`src/rtl/vga_pattern_source.sv`:
```
`default_nettype none
// ============================================================================
// Module   : vga_pattern_source
// Purpose  : Self-timed VGA video source. Free-running column/row raster
//            counters drive active-area flags and a selectable RGB test
//            pattern. Everything is registered in one output stage, so sync,
//            counts and video always describe the same pixel.
// Ports    : i_Clk        pixel clock, rising edge
//            i_Rst_L      asynchronous active-low reset
//            i_Pattern    pattern select (0..15), sampled every clock
//            o_HSync      high while output column < ACTIVE_COLS
//            o_VSync      high while output row < ACTIVE_ROWS
//            o_Col_Count  column of the current output pixel
//            o_Row_Count  row of the current output pixel
//            o_Red_Video / o_Grn_Video / o_Blu_Video  colour channels
// Revision : 1.0  initial release
// ============================================================================
module vga_pattern_source #(
  parameter int VIDEO_WIDTH = 3,
  parameter int TOTAL_COLS  = 800,
  parameter int TOTAL_ROWS  = 525,
  parameter int ACTIVE_COLS = 640,
  parameter int ACTIVE_ROWS = 480,
  parameter int CHECK_LOG2  = 5,
  parameter int BORDER      = 2,
  localparam int COL_W      = (TOTAL_COLS > 1) ? $clog2(TOTAL_COLS) : 1,
  localparam int ROW_W      = (TOTAL_ROWS > 1) ? $clog2(TOTAL_ROWS) : 1
) (
  input  logic                   i_Clk,
  input  logic                   i_Rst_L,
  input  logic [3:0]             i_Pattern,
  output logic                   o_HSync,
  output logic                   o_VSync,
  output logic [COL_W-1:0]       o_Col_Count,
  output logic [ROW_W-1:0]       o_Row_Count,
  output logic [VIDEO_WIDTH-1:0] o_Red_Video,
  output logic [VIDEO_WIDTH-1:0] o_Grn_Video,
  output logic [VIDEO_WIDTH-1:0] o_Blu_Video
);

  localparam logic [COL_W-1:0] C_COL_LAST = COL_W'(TOTAL_COLS - 1);
  localparam logic [ROW_W-1:0] C_ROW_LAST = ROW_W'(TOTAL_ROWS - 1);
  localparam logic [31:0]      C_BAR_W    = 32'(ACTIVE_COLS / 8);

  // Raster counters
  logic [COL_W-1:0] col_q, col_d;
  logic [ROW_W-1:0] row_q, row_d;

  // Output stage
  logic                   hsync_q, hsync_d;
  logic                   vsync_q, vsync_d;
  logic [COL_W-1:0]       ocol_q;
  logic [ROW_W-1:0]       orow_q;
  logic [VIDEO_WIDTH-1:0] red_q, red_d;
  logic [VIDEO_WIDTH-1:0] grn_q, grn_d;
  logic [VIDEO_WIDTH-1:0] blu_q, blu_d;

  // Zero-extended copies so pattern bit selects and comparisons stay legal
  // even when CHECK_LOG2 exceeds the counter width.
  logic [31:0] col_ext;
  logic [31:0] row_ext;
  logic [2:0]  bar_idx;
  logic        checker_bit;
  logic        on_border;

  always_comb begin
    col_d = col_q + 1'b1;
    row_d = row_q;
    if (col_q == C_COL_LAST) begin
      col_d = '0;
      row_d = (row_q == C_ROW_LAST) ? '0 : row_q + 1'b1;
    end
  end

  always_comb begin
    col_ext     = 32'(col_q);
    row_ext     = 32'(row_q);
    hsync_d     = (col_ext < 32'(ACTIVE_COLS));
    vsync_d     = (row_ext < 32'(ACTIVE_ROWS));
    bar_idx     = 3'(col_ext / C_BAR_W);
    checker_bit = col_ext[CHECK_LOG2] ^ row_ext[CHECK_LOG2];
    on_border   = (col_ext < 32'(BORDER)) ||
                  (col_ext >= 32'(ACTIVE_COLS - BORDER)) ||
                  (row_ext < 32'(BORDER)) ||
                  (row_ext >= 32'(ACTIVE_ROWS - BORDER));
    red_d = '0;
    grn_d = '0;
    blu_d = '0;
    // Blanking overrides every pattern.
    if (hsync_d && vsync_d) begin
      case (i_Pattern)
        4'd1: red_d = '1;
        4'd2: grn_d = '1;
        4'd3: blu_d = '1;
        4'd4: begin
          red_d = {VIDEO_WIDTH{checker_bit}};
          grn_d = {VIDEO_WIDTH{checker_bit}};
          blu_d = {VIDEO_WIDTH{checker_bit}};
        end
        4'd5: begin
          red_d = {VIDEO_WIDTH{bar_idx[2]}};
          grn_d = {VIDEO_WIDTH{bar_idx[1]}};
          blu_d = {VIDEO_WIDTH{bar_idx[0]}};
        end
        4'd6: begin
          red_d = {VIDEO_WIDTH{on_border}};
          grn_d = {VIDEO_WIDTH{on_border}};
          blu_d = {VIDEO_WIDTH{on_border}};
        end
        default: ;
      endcase
    end
  end

  always_ff @(posedge i_Clk or negedge i_Rst_L) begin
    if (!i_Rst_L) begin
      col_q   <= '0;
      row_q   <= '0;
      hsync_q <= 1'b0;
      vsync_q <= 1'b0;
      ocol_q  <= '0;
      orow_q  <= '0;
      red_q   <= '0;
      grn_q   <= '0;
      blu_q   <= '0;
    end else begin
      col_q   <= col_d;
      row_q   <= row_d;
      hsync_q <= hsync_d;
      vsync_q <= vsync_d;
      ocol_q  <= col_q;
      orow_q  <= row_q;
      red_q   <= red_d;
      grn_q   <= grn_d;
      blu_q   <= blu_d;
    end
  end

  assign o_HSync     = hsync_q;
  assign o_VSync     = vsync_q;
  assign o_Col_Count = ocol_q;
  assign o_Row_Count = orow_q;
  assign o_Red_Video = red_q;
  assign o_Grn_Video = grn_q;
  assign o_Blu_Video = blu_q;

endmodule
`default_nettype wire

```
`config.mk`:
```
export PLATFORM = sky130hd
export DESIGN_NAME = vga_pattern_source
export DESIGN_NICKNAME = d
export VERILOG_FILES = /design/src/rtl/vga_pattern_source.sv
export SDC_FILE = /design/constraint.sdc
export NUM_CORES = 1
export LEC_CHECK = 0
export ABC_AREA = 1
export BUFFER_PORTS_ARGS = -buffer_cell sky130_fd_sc_hd__buf_2
export CAP_MARGIN = 10
export CORE_ASPECT_RATIO = 0.5
export CORE_MARGIN = 8
export CORE_UTILIZATION = 55
export CTS_CLUSTER_DIAMETER = 60
export DETAILED_ROUTE_END_ITERATION = 8
export PLACE_DENSITY = 0.78
export REMOVE_ABC_BUFFERS = 1
export SLEW_MARGIN = 20
export SYNTH_ARGS = -nofsm -noshare
export SYNTH_HDL_FRONTEND = slang
export SYNTH_SLANG_ARGS = --single-unit
```
`constraint.sdc`:
```
create_clock -name i_Clk -period 2.73 [get_ports i_Clk]
set_input_delay 0.1365 -clock i_Clk [delete_from_list [all_inputs] [get_ports i_Clk]]
set_output_delay 0.1365 -clock i_Clk [all_outputs]
set_load 0.01 [all_outputs]
```
==> implementation parameters <==
Parameter                              Value

Logic synthesis
  Synth Instances    between 200 and 300
  Largest area contributor in the netlist    sky130_fd_sc_hd__dfrtp_1
  Distinct cell type count of the synthesized netlist    34
  Cell types with the largest area share after synthesis    sky130_fd_sc_hd__dfrtp_1 (51%), sky130_fd_sc_hd__nand2_1 (6.1%), sky130_fd_sc_hd__inv_1 (5.6%), sky130_fd_sc_hd__nor2_1 (4.6%), sky130_fd_sc_hd__nand3_1 (4.3%)
  Most used DFF post-synth    sky130_fd_sc_hd__dfrtp_1
  Async SR Flop Fraction    1.00
  Synthesis-stage register bit count    between 40 and 50
  Top cell type's share of synthesized area    0.509
  Cell Area, Synth    around 2200 µm²
  Yosys warning count    0
  Mean Syn Cell Area    just under 9 µm²
  Post-synth EDFFs    0
  Seq/Total Area, Yosys    0.509

Floorplan
  Area of the core    3880 µm²
  Width of the chip    roughly 110 µm
  Row cnt    16
  Die Area    between 6000 and 7000 µm²
  Number of top-level design ports    37
  Starting density of the core    0.570
  Die outline height    roughly 61 µm

Placed design
  Placed Cells    about 330
  Count of buffers from port buffering    36
  Area post-placement    between 2000 and 2500 µm²
  HPWL reported at the end of detailed placement    about 3.4 mm
  Routability-driven placement congestion ratio    0.842

Timing
  Fin. Hold Viols    12
  RSZ-0062 raised after global routing    no
  Worst slew margin relative to its limit    0.353
  Transition time of the tightest slew-check pin    around 0.97 ns
  Final setup violation count    0
  Crit share post-route    0.885
  Post-route worst hold slack    -0.0145 ns
  Setup Skew    between 0.008 and 0.009 ns
  Final critical-path required period    between 2 and 2.5 ns
  Total Neg Setup Slack    0 ns
  Maximum frequency from static timing analysis    a little over 0.4 GHz
  Pins over their slew limit    0

Route
  Routed wire length per instance    around 13 µm
  Starting DRC count in detailed routing    just over 60
  Antenna-violating nets left    0
  WL final    about 4.4 mm
  Router iterations before antenna repair    4
  Via density per instance    ~5.1
  Residual DRC count    0
  Total number of vias    roughly 1,800

Critical path
  Critical Path, Cell by Cell    nor2_2 > inv_2 > ha_1 > o21ai_2 > inv_1 > o211ai_1 > nand2_1 > nor2_2 > nand3_2 > nand2_1 > o21ai_1 > nand4_1 > nand2_1 > a21oi_1
  Worst setup EP type    flop
  Reg-to-reg critical path startpoint    col_q[8]
  Largest delay share family, worst path    simple AND/OR/NAND/NOR gates
  CP max FO    8
  Worst setup path class    flop to flop
  Buffers & Inverters on Critical Path    2
  CP max-delay cell    sky130_fd_sc_hd__dfrtp_1
  Worst stage delay on the critical path    0.47 ns
  Launching instance or port of the critical path    col_q[8]
  Worst path required time    about 3.0 ns
  Worst path most repeated cell    sky130_fd_sc_hd__nand2_1
  Setup crit start kind    flop
  CP Data Arrival Time    ~2.7 ns

Global routing
  Overflow after GRT    0
  Vias in the first global route    1,644
  First-pass GRT wire length    7.32 mm
  Global router's overall resource usage    0.143
  Initial antenna violation count    0
  Maximum number of pins on one net before global-route repair    46

Clock network
  Number of setup buffers added after CTS    0
  Clock-pin slew on the worst setup and hold paths    ~0.09 ns
  Number of gates given a new drive strength after cts    0
  H-tree Lvls    2
  CTS tree    built
  Maximum number of buffers from clock root to sink    2
  CTS sink count    45
  Clock root buffer master    sky130_fd_sc_hd__clkbuf_8
  Number of hold buffers added after CTS    0
  Clock insertion delay at the later pin of the skew report    approximately 0.3 ns
  CTS buffer count    5

Finish
  Ratio of cells with drive above 1 in the final layout    0.236
  Finished Cell Area    2520 µm²
  Layout area overhead    13.8%
  Final net count    between 200 and 300
  Ant diodes    0
  Final Non-Filler Cells    roughly 340
  Number of fill cells in the layout    about 320

Outcome
  Status    finished, violations left
  Violated checks    negative hold slack

Min path
  Min-Delay Path Class    input pin to asynchronous set/reset pin

Power
  Total power per unit cell area    around 480 nW/µm²
  PnR Total Power    1220 µW
  Worst VDD drop    0.312 mV
  Leakage power total    roughly 0.0013 µW

Flow run
  # Max-Cap Violations    0
[worst paths after layout]
path,endpoint,slack [ns],cells past startpoint
setup reg to reg,o_Blu_Video[1],0.31,14
min in group i_Clk,o_Blu_Video[1],0.19,4
hold / removal,col_q[8],-0.01,1
hold reg to reg,o_Row_Count[0],0.41,0
setup / recovery,o_Blu_Video[1],0.31,14
max in group asynchronous,o_Col_Count[5],2.14,1
[layout by cell type, fill, tap and decap left out, drive strengths merged, types with 2 or more instances in the layout]
master / netlist / final
nor4: 5 / 5
a31oi: 4 / 4
inv: 43 / 43
nand2: 39 / 39
xnor2: 2 / 2
nor2: 30 / 30
nand4: 7 / 7
nor3: 12 / 12
clkbuf: 2 / 6
xor2: 6 / 6
dfrtp: 45 / 45
ha: 5 / 5
buf: 8 / 37
a21oi: 9 / 9
o21ai: 10 / 10
nand3: 20 / 20
[layer usage]
layer  global-route usage  routed length, µm  up-vias
li1                     -                  -      891
met1                0.159               1950      821
met2                0.257               2240       32
met3               0.0381                180        8
met4               0.0673                 72        0
met5                    0                  0        -
[synthesized netlist by cell type, types with 2 or more instances]
master                     number
sky130_fd_sc_hd__nand3_1       19
sky130_fd_sc_hd__ha_1           5
sky130_fd_sc_hd__inv_2          9
sky130_fd_sc_hd__xor2_1         6
sky130_fd_sc_hd__buf_4          7
sky130_fd_sc_hd__nand2_2        3
sky130_fd_sc_hd__xnor2_1        2
sky130_fd_sc_hd__nor2_2         2
sky130_fd_sc_hd__a31oi_1        4
sky130_fd_sc_hd__dfrtp_1       45
sky130_fd_sc_hd__nand4_1        7
sky130_fd_sc_hd__nor3_1        10
sky130_fd_sc_hd__nor2_1        27
sky130_fd_sc_hd__o21ai_1        2
sky130_fd_sc_hd__clkbuf_1       2
sky130_fd_sc_hd__nand2_1       36
sky130_fd_sc_hd__o21ai_0        7
sky130_fd_sc_hd__inv_1         33
sky130_fd_sc_hd__a21oi_1        9
sky130_fd_sc_hd__nor4_1         4
[state kept, by name, summed over array words and instances, names as in the netlist]
register     flops
col_q           10
o_HSync          1
o_Col_Count     10
o_VSync          1
o_Blu_Video      1
o_Grn_Video      1
row_q           10
o_Red_Video      1
o_Row_Count     10
[metrics by stage]
step	setup slack, ns	util	hold WS [ns]
6_report	0.313	0.649	-0.0145
4_1_cts	0.183	0.648	0.0213
5_1_grt	0.0371	0.649	0.0667
3_5_place_dp	0.205	0.619	0.346
2_1_floorplan	0.458	-	-0.159
3_3_place_gp	0.354	0.619	0.337
[where the power goes]
group / internal (µW) / total (µW) / switching (µW) / leakage [µW]
Sequential: 669 / 671 / 1.75 / 0.000592
Combinational: 12.3 / 41.3 / 29.0 / 0.000693
Clock: 275 / 504 / 229 / 0.0000554
[kinds of logic after synthesis]
| kind of cell | synth area share |
|---|---|
| AND/OR/NAND/NOR | 0.258 |
| buffers and inverters | 0.103 |
| flip-flops | 0.509 |
| AO/OA/AOI/OAI | 0.0695 |
| XOR/XNOR | 0.0317 |
| adder cells (fa/ha/maj) | 0.0283 |
[worst reg2reg max path, delay by kind of cell (launching register included)]
kind	cells	cell delay (ns)
DFF	1	0.47
and+or+nand+nor	7	0.82
adders and majority gates	1	0.28
AOI/OAI and AO/OA	4	0.62
buffers and inverters	2	0.14
[layout make-up]
cell class	instances	area (µm²)	area share
clock inverter	2	38.8	0.0154
timing repair buffer	37	188	0.0745
sequential	45	1130	0.447
tap	54	67.6	0.0268
multi-input combinational	155	863	0.343
clock buffer	6	72.6	0.0288
inverter	43	164	0.0650
Note: power is estimated with default switching activity, not from simulation.
